File: config.mk
export PLATFORM = sky130hd
export DESIGN_NAME = keypad_scan
export DESIGN_NICKNAME = d
export VERILOG_FILES = /design/src/rtl/keypad_scan_pkg.sv /design/src/rtl/sync2.sv /design/src/rtl/keypad_scan.sv
export SDC_FILE = /design/constraint.sdc
export NUM_CORES = 1
export LEC_CHECK = 0
export BUFFER_PORTS_ARGS = -buffer_cell sky130_fd_sc_hd__buf_2
export CORE_MARGIN = 1.5
export CORE_UTILIZATION = 55
export CTS_CLUSTER_DIAMETER = 50
export DETAILED_ROUTE_END_ITERATION = 7
export GPL_TIMING_DRIVEN = 0
export PLACE_DENSITY = 0.74
export SLEW_MARGIN = 40
export SYNTH_ARGS = -nofsm -noshare
export SYNTH_HDL_FRONTEND = slang
export SYNTH_HIERARCHICAL = 1
export SYNTH_SLANG_ARGS = --single-unit
File: constraint.sdc
create_clock -name clk -period 2.7 [get_ports clk]
set_clock_uncertainty 0.15 [all_clocks]
set_input_delay 0.27 -clock clk [delete_from_list [all_inputs] [get_ports clk]]
set_output_delay 0.27 -clock clk [all_outputs]
set_load 0.01 [all_outputs]
File: src/rtl/keypad_scan_pkg.sv
// Shared definitions for the 4x4 keypad scanner: matrix geometry and FSM encoding.
package keypad_scan_pkg;

  localparam int NUM_COLS = 4;
  localparam int NUM_ROWS = 4;

  typedef enum logic [1:0] {
    ST_IDLE     = 2'd0,
    ST_DEBOUNCE = 2'd1,
    ST_PRESSED  = 2'd2,
    ST_RELEASE  = 2'd3
  } kp_state_t;

  // Key code layout is row*4+col, i.e. {row, col}.
  function automatic logic [3:0] key_index(input logic [1:0] row, input logic [1:0] col);
    return {row, col};
  endfunction

endpackage

File: src/rtl/sync2.sv
// Parameterized-width two-flop synchronizer with a configurable reset value.
module sync2 #(
  parameter int               WIDTH     = 1,
  parameter logic [WIDTH-1:0] RESET_VAL = '0
) (
  input  logic             clk,
  input  logic             rst,
  input  logic [WIDTH-1:0] d,
  output logic [WIDTH-1:0] q
);

  logic [WIDTH-1:0] meta;

  always_ff @(posedge clk or negedge rst) begin
    if (!rst) begin
      meta <= RESET_VAL;
      q    <= RESET_VAL;
    end else begin
      meta <= d;
      q    <= meta;
    end
  end

endmodule

File: src/rtl/keypad_scan.sv
// 4x4 matrix keypad scanner with per-scan debounce FSM.
// Optional KEYPAD_SHIFT_EN adds an 8-digit shift buffer of accepted key codes.
module keypad_scan
  import keypad_scan_pkg::*;
#(
  parameter int SCAN_TICKS     = 250000,
  parameter int DEBOUNCE_SCANS = 4
) (
  input  logic                clk,
  input  logic                rst,
  input  logic [NUM_ROWS-1:0] row_n,
  output logic [NUM_COLS-1:0] col_n,
  output logic [3:0]          key_code,
  output logic                key_valid,
  output logic                key_down,
  output kp_state_t           fsm_state
`ifdef KEYPAD_SHIFT_EN
  ,
  output logic [31:0]         key_buf,
  output logic [7:0]          key_buf_valid
`endif
);

  localparam int              TW         = (SCAN_TICKS > 1) ? $clog2(SCAN_TICKS) : 1;
  localparam logic [TW-1:0]   TICK_LAST  = TW'(SCAN_TICKS - 1);
  localparam int              CW         = (DEBOUNCE_SCANS > 0) ? $clog2(DEBOUNCE_SCANS + 1) : 1;
  localparam logic [CW-1:0]   DEB_TARGET = CW'(DEBOUNCE_SCANS);

  logic [NUM_ROWS-1:0] row_sync;
  logic [NUM_ROWS-1:0] row_closed;
  logic [TW-1:0]       tick;
  logic [1:0]          col;
  logic                col_done;
  logic                scan_end;
  logic                col_hit;
  logic [1:0]          col_row;
  logic                acc_found;
  logic [3:0]          acc_code;
  logic                scan_hit;
  logic [3:0]          scan_code;

  kp_state_t           state, state_next;
  logic [CW-1:0]       cnt, cnt_next, cnt_inc;
  logic [3:0]          cand, cand_next;
  logic                accept;

  sync2 #(.WIDTH(NUM_ROWS), .RESET_VAL('1)) u_row_sync (
    .clk (clk),
    .rst (rst),
    .d   (row_n),
    .q   (row_sync)
  );

  assign col_n    = ~(4'b0001 << col);
  assign col_done = (tick == TICK_LAST);
  assign scan_end = col_done && (col == 2'd3);

  always_ff @(posedge clk or negedge rst) begin
    if (!rst) begin
      tick <= '0;
      col  <= '0;
    end else if (col_done) begin
      tick <= '0;
      col  <= col + 2'd1;
    end else begin
      tick <= tick + TW'(1);
    end
  end

  // Lowest closed row on the driven column; rows are active-low.
  assign row_closed = ~row_sync;
  assign col_hit    = |row_closed;

  always_comb begin
    col_row = '0;
    for (int r = NUM_ROWS - 1; r >= 0; r--) begin
      if (row_closed[r]) col_row = 2'(r);
    end
  end

  // Earlier columns win, so the accumulator only latches the first hit of a scan.
  always_ff @(posedge clk or negedge rst) begin
    if (!rst) begin
      acc_found <= 1'b0;
      acc_code  <= '0;
    end else if (col_done) begin
      if (col == 2'd3) begin
        acc_found <= 1'b0;
        acc_code  <= '0;
      end else if (!acc_found && col_hit) begin
        acc_found <= 1'b1;
        acc_code  <= key_index(col_row, col);
      end
    end
  end

  assign scan_hit  = acc_found || col_hit;
  assign scan_code = acc_found ? acc_code : key_index(col_row, col);

  always_ff @(posedge clk or negedge rst) begin
    if (!rst) begin
      state <= ST_IDLE;
      cnt   <= '0;
      cand  <= '0;
    end else begin
      state <= state_next;
      cnt   <= cnt_next;
      cand  <= cand_next;
    end
  end

  assign cnt_inc = cnt + CW'(1);

  always_comb begin
    state_next = state;
    cnt_next   = cnt;
    cand_next  = cand;
    accept     = 1'b0;
    if (scan_end) begin
      case (state)
        ST_IDLE: begin
          if (scan_hit) begin
            cand_next = scan_code;
            if (DEB_TARGET == CW'(1)) begin
              state_next = ST_PRESSED;
              accept     = 1'b1;
            end else begin
              state_next = ST_DEBOUNCE;
              cnt_next   = CW'(1);
            end
          end
        end
        ST_DEBOUNCE: begin
          if (!scan_hit) begin
            state_next = ST_IDLE;
            cnt_next   = '0;
          end else if (scan_code != cand) begin
            cand_next = scan_code;
            cnt_next  = CW'(1);
          end else if (cnt_inc == DEB_TARGET) begin
            state_next = ST_PRESSED;
            cnt_next   = '0;
            accept     = 1'b1;
          end else begin
            cnt_next = cnt_inc;
          end
        end
        ST_PRESSED: begin
          if (!scan_hit) begin
            if (DEB_TARGET == CW'(1)) begin
              state_next = ST_IDLE;
              cnt_next   = '0;
            end else begin
              state_next = ST_RELEASE;
              cnt_next   = CW'(1);
            end
          end
        end
        ST_RELEASE: begin
          if (scan_hit) begin
            state_next = ST_PRESSED;
            cnt_next   = '0;
          end else if (cnt_inc == DEB_TARGET) begin
            state_next = ST_IDLE;
            cnt_next   = '0;
          end else begin
            cnt_next = cnt_inc;
          end
        end
        default: begin
          state_next = ST_IDLE;
          cnt_next   = '0;
        end
      endcase
    end
  end

  always_comb begin
    key_down  = (state == ST_PRESSED) || (state == ST_RELEASE);
    fsm_state = state;
  end

  always_ff @(posedge clk or negedge rst) begin
    if (!rst) begin
      key_valid <= 1'b0;
      key_code  <= '0;
    end else begin
      key_valid <= accept;
      if (accept) key_code <= cand_next;
    end
  end

`ifdef KEYPAD_SHIFT_EN
  always_ff @(posedge clk or negedge rst) begin
    if (!rst) begin
      key_buf       <= '0;
      key_buf_valid <= '0;
    end else if (key_valid) begin
      key_buf       <= {key_buf[27:0], key_code};
      key_buf_valid <= {key_buf_valid[6:0], 1'b1};
    end
  end
`endif

endmodule

---- Word level (Yosys, flattened, before mapping) ----
Cells that the tools add are included.
operators by class
  add/sub/neg operators ................... 3
  multipliers ............................. 0
  divide/modulo/power cells ............... 0
  magnitude comparators ................... 0
  equal/unequal tests ..................... 12
  shift-type cells ........................ 1
  muxes and demuxes ....................... 35
  bitwise gates (word level) .............. 2
  reductions and logical operators ........ 11
operators by type and width
  operator                                              count
  2-to-1 mux 4 bit                                      7
  2-to-1 mux 2 bit                                      11
  adder 18 x 1 -> 18 bit (second input constant)        1
  equality test 18 bit (second input constant)          1
  2-to-1 mux 18 bit                                     1
  2-to-1 mux 3 bit                                      6
  one-hot mux 3 bit (4 select lines)                    1
  != test 3 bit (second input constant)                 3
  NOT 4 bit                                             2
  one-hot mux 2 bit (4 select lines)                    1
  one-hot mux 4 bit (2 select lines)                    1
  2-to-1 mux 1 bit                                      7
  equality test 2 bit (second input constant)           3
  AND reduction 6 bit                                   1
  != test 2 bit (second input constant)                 2
  != test 4 bit                                         1
  OR reduction 4 bit                                    1
  left shift 1 x 2 -> 4 bit (first input constant)      1
  adder 3 x 1 -> 3 bit (second input constant)          1
  equality test 3 bit (second input constant)           1
  AND reduction 3 bit                                   1
  adder 2 x 1 -> 2 bit (second input constant)          1
  equality test 2 x 1 -> 1 bit (second input constant)  1
  logical AND 1 bit                                     2
  other kinds (5)                                       6
word-level totals
  bits in registers ....................... 47
  bits in latches ......................... 0
  bits in writable memories ............... 0
  memory bits (read-only) ................. 0
  input bits .............................. 6
  output and inout bits ................... 12
  logic and storage cells ................. 75
  memories ................................ 0

---- Depth between registers and ports, before layout ----
  word-level depth ........................ 11
  mapped depth ............................ 8
  mapped depth without buffers ............ 7

---- By module ----
The synthesis kept the hierarchy.
modules (own cells, without submodules)
  module       times used  cells each  area an instance (µm²)  seq. area each (µm²)
  keypad_scan  1           206         2,119.5                 975.9
  sync2        1           8           210.2                   210.2

---- Worst setup path before layout ----
Ideal clock, no wire load.
  path kind ............................... register -> register
  start point ............................. register tick[6]
  end point ............................... register key_code[2]
  setup time .............................. 0.125 ns
  arrival time ............................ 1.969 ns
  data required time ...................... 2.425 ns
  setup slack ............................. 0.456 ns
  cell stages (with the launch flop) ...... 8
  path buffers ............................ 2
  period minus slack after synthesis ...... 2.244 ns
  path through ............................ dfrtp_1 > or4b_4 > nor2_4 > and3_1 > buf_6 > and4_4 > buf_6 > mux2_4
on the way
  longest elaborated chain between the ends .. 3
  elaborated cells on any way between the ends .. 4
  classes of those cells .................. eq/ne (1); mux (2); reduce/logical (1)
RTL lines
  what                    RTL line            source
  from (decl)             keypad_scan.sv:31   logic [TW-1:0] tick;
  from (signal assigned)  keypad_scan.sv:66   tick <= tick + TW'(1);
  equality test 18 bit    keypad_scan.sv:55   assign col_done = (tick == TICK_LAST);
  logical AND 1 bit       keypad_scan.sv:56   assign scan_end = col_done && (col == 2'd3);
  2-to-1 mux 1 bit        keypad_scan.sv:119  if (scan_end) begin
  via accept              keypad_scan.sv:45   logic accept;
  to (signal assigned)    keypad_scan.sv:189  if (accept) key_code <= cand_next;
  to (decl)               keypad_scan.sv:13   output logic [3:0] key_code,
The timed path passes the listed nets, and every way through them passes these cells.
A chain may end at the register's enable or synchronous reset.

---- Worst setup path in the final report ----
  start point ............................. register tick[0]
  end point ............................... register key_code[2]
The elaborated chain is that of the path after synthesis.

==> summary.txt <==
Route
  – Initial DRC count: 100
  – Vias: about 1600
  – Antenna viol nets, final: 0
  – Metal3 WL: approximately 120 um
  – Met2 wire len: 1920 um
  – Avg WL per Cell: about 14 um
  – Total Wirelength: roughly 4200 um
  – DRC violations left: 0
  – Detailed-router iteration count before antenna repair: 4
  – Vias per inst: 5.52
  – Wl on met1: approximately 2000 um
  – Top Layer Used: met4

Place
  – Number of port buffers: 17
  – GPL Wtd Cong: roughly 0.76
  – Hpwl dp: just under 3000 um
  – Dpl cells: roughly 280

Synth
  – Mapped cell area: ~0.0023 mm2
  – Synth area leader: dfrtp_1
  – Yosys warns: 6
  – Synth cell types: between 40 and 50
  – Post-Syn Area per Cell: about 11 um2
  – Syn nets: between 200 and 250
  – Sequential-to-total area share from yosys stat: 50.9%
  – Synthesized flop and latch total: 47
  – Synth top area share: a little over two fifths
  – Cells after synthesis: ~210
  – Ranking of synthesized cells by area: dfrtp_1 (42%), dfstp_2 (9.0%), ha_1 (4.8%)

Worst hold path
  – HP Class: flop to flop

Global routing
  – Overall routing resource usage: between 20% and 30%
  – Largest net degree at the start of global routing: 48
  – First-pass GRT wire length: roughly 7000 um
  – Initial antenna violation count: 0
  – Number of global-route vias before repair: 1527
  – Overflow after GRT: 0

Worst setup path
  – Worst path cell trace: ha_1, nand3_1, nor4_1, and3_1, buf_6, and4_4, buf_6, mux2_4
  – CP max stage delay: about 0.39 ns
  – Worst EP arrival: between 2 and 2.5 ns
  – Crit Path Max Fanout: 9
  – Req. time, crit path: ~2.7 ns
  – CP max-delay cell: dfrtp_1
  – Crit-path most repeated cell: buf_6
  – CP Capture Type: flop
  – Startpoint class of the critical path: flop
  – WP buf/inv: 2
  – Family with the most delay on the worst path: simple AND/OR/NAND/NOR gates
  – WS Path Type: flop to flop

Cells and area
  – Area Overhead vs Synth: 13.2%
  – Layout cell share with drive strength beyond 1: a little over a fifth
  – Final nets: 258
  – Utilization after layout: between 60 and 70%
  – ANT cells: 0
  – Layout Cells excl Fill: between 200 and 300

Floorplan
  – I/O pin count: 18
  – Std-Cell Rows: 23
  – Core area: just over 0.004 mm2
  – DIE HEIGHT: 68.1 um
  – Die ar.: around 0.0046 mm2
  – Die X: 68.1 um
  – Starting Density: 57.8%

Timing
  – Final Cycle Share: between 80% and 90%
  – Least-Margin Pin Slew: slightly below 0.6 ns
  – RSZ-0062 raised after global routing: no
  – Peak Freq: 0.422 GHz
  – Finish-stage setup viols: 0
  – Fin. Hold Viols: 0
  – Max-slew headroom: between 60% and 70%
  – Setup_tns: 0 ns
  – Minimum clock period: between 2 and 2.5 ns
  – Max Slew Vio Count: 0

CTS
  – Clock Tree Root: clkbuf_8
  – Worst skew pair latency: 0.30 ns
  – Clock-pin slew on the worst setup and hold paths: ~0.090 ns
  – Sink Count: between 40 and 50
  – TritonCTS clock tree: done
  – Clock Path Buffers: 2
  – TritonCTS Buffers: 5
  – Setup bufs post-CTS: 0
  – H-tree levels: 2

Power
  – Power Density: approximately 480 mW/mm2
  – Max VDD drop: between 0.0003 and 0.0004 V
  – Leakage: approximately 1.2 nW
  – Pwr Total: approximately 1.3 mW

Status
  – Status: finished clean

Run
  – Max cap viols: 0
-- through the flow --
stage / cell area [um2] / setup WS (ns) / hold slack, ns
after floorplan: 2330 / 0.456 / -0.176
after global placement: 2480 / 0.339 / 0.195
after detailed placement: 2480 / 0.330 / 0.162
after CTS: 2640 / 0.313 / 0.209
after global routing: 2640 / 0.186 / 0.213
final: 2640 / 0.329 / 0.208
-- cells by family after synthesis --
group / count (synthesis) / share of synthesized area, %
muxes: 13 / 6.23
adders and majority gates: 9 / 4.83
buffers and inverters: 15 / 3.44
AOI/OAI and AO/OA: 30 / 7.68
and+or+nand+nor: 81 / 19.8
DFF: 47 / 50.9
xor gates and xnor gates: 19 / 7.14
-- registers in the layout, summed over array words and instances, names as in the netlist, 2 cells and up, named ones only --
register and count:
cand 4, cnt 3, col 2, u_row_sync/meta 4, acc_code 4, u_row_sync/q 4
key_code 4, tick 18
-- power by group --
| group | switching, mW | internal [mW] | leakage, nW |
|---|---|---|---|
| clock | 0.226 | 0.277 | 0.0524 |
| sequential | 0.00364 | 0.714 | 0.615 |
| combinational | 0.0247 | 0.0154 | 0.522 |
| total | 0.255 | 1.01 | 1.19 |
-- layout by cell type (no fill, tap or decap), drive strengths merged, types with 6 or more instances in the layout --
cell type   n
xnor2      12
nor2       15
mux2        6
inv         9
buf        22
a31oi       6
o21ai      11
ha          9
dfstp       8
nand3      12
dfrtp      39
nand2      19
mux2i       7
clkbuf      8
a21oi       6
xor2        7
and3        6
-- layer usage --
metal | up-vias | global-route usage [%]
met3 | 5 | 4.93
met2 | 25 | 32.2
met4 | 0 | 7.00
li1 | 796 | -
met1 | 798 | 28.1
met5 | - | 0
-- worst register-to-register path, cell delays in order (launching register included) --
cell	delay (ns)
dfrtp_1	0.39
ha_1	0.21
nand3_1	0.20
nor4_1	0.32
and3_1	0.23
buf_6	0.13
and4_4	0.22
buf_6	0.12
mux2_4	0.29
-- synth_stat cells --
master    instances
dfrtp_1          39
nand2_1          19
nor2_1           14
xnor2_1          12
nand3_1          11
o21ai_0          10
ha_1              9
inv_1             9
dfstp_2           8
mux2i_1           7
xor2_1            7
a21oi_1           6
a31oi_1           6
nand2b_1          5
and3_1            4
mux2_2            4
or3_1             4
and2_1            3
nand4_1           3
nor3_1            3
buf_4             2
buf_6             2
mux2_4            2
nor2b_1           2
nor4_2            2
o21a_1            2
or4b_4            2
a211o_1           1
a21boi_0          1
a41o_1            1
a41oi_1           1
and2_2            1
and3_2            1
and3_4            1
and4_4            1
buf_2             1
clkbuf_1          1
nand3_2           1
nor2_4            1
nor3b_1           1
nor4_1            1
nor4bb_1          1
o21ai_1           1
o22ai_1           1
-- worst paths after layout --
check,startpoint,endpoint,slack [ns],depth (start not counted)
max in group asynchronous,rst,tick[9],1.65,2
min,u_row_sync/meta[3],u_row_sync/q[3],0.21,0
min reg2reg,u_row_sync/meta[3],u_row_sync/q[3],0.21,0
max,tick[0],key_code[2],0.33,8
min in group asynchronous,rst,key_valid,0.36,2
max reg2reg,tick[0],key_code[2],0.33,8
-- repair_timing --
action	CTS	global route
endpoints found under the hold margin	43	0
resized for setup	0	0
hold buffers	5	0
-- final cells by class --
type                            count  area (um2)
Sequential cell                    47        1190
Clock buffer                        7        76.3
Clock inverter                      1        30.0
Fill cell                         337        1390
Buffer                              6        46.3
Inverter                            9        33.8
Timing Repair Buffer               22         138
Multi-Input combinational cell    152        1060
Tap cell                           50        62.6
Power figures use the tool's default switching activity.
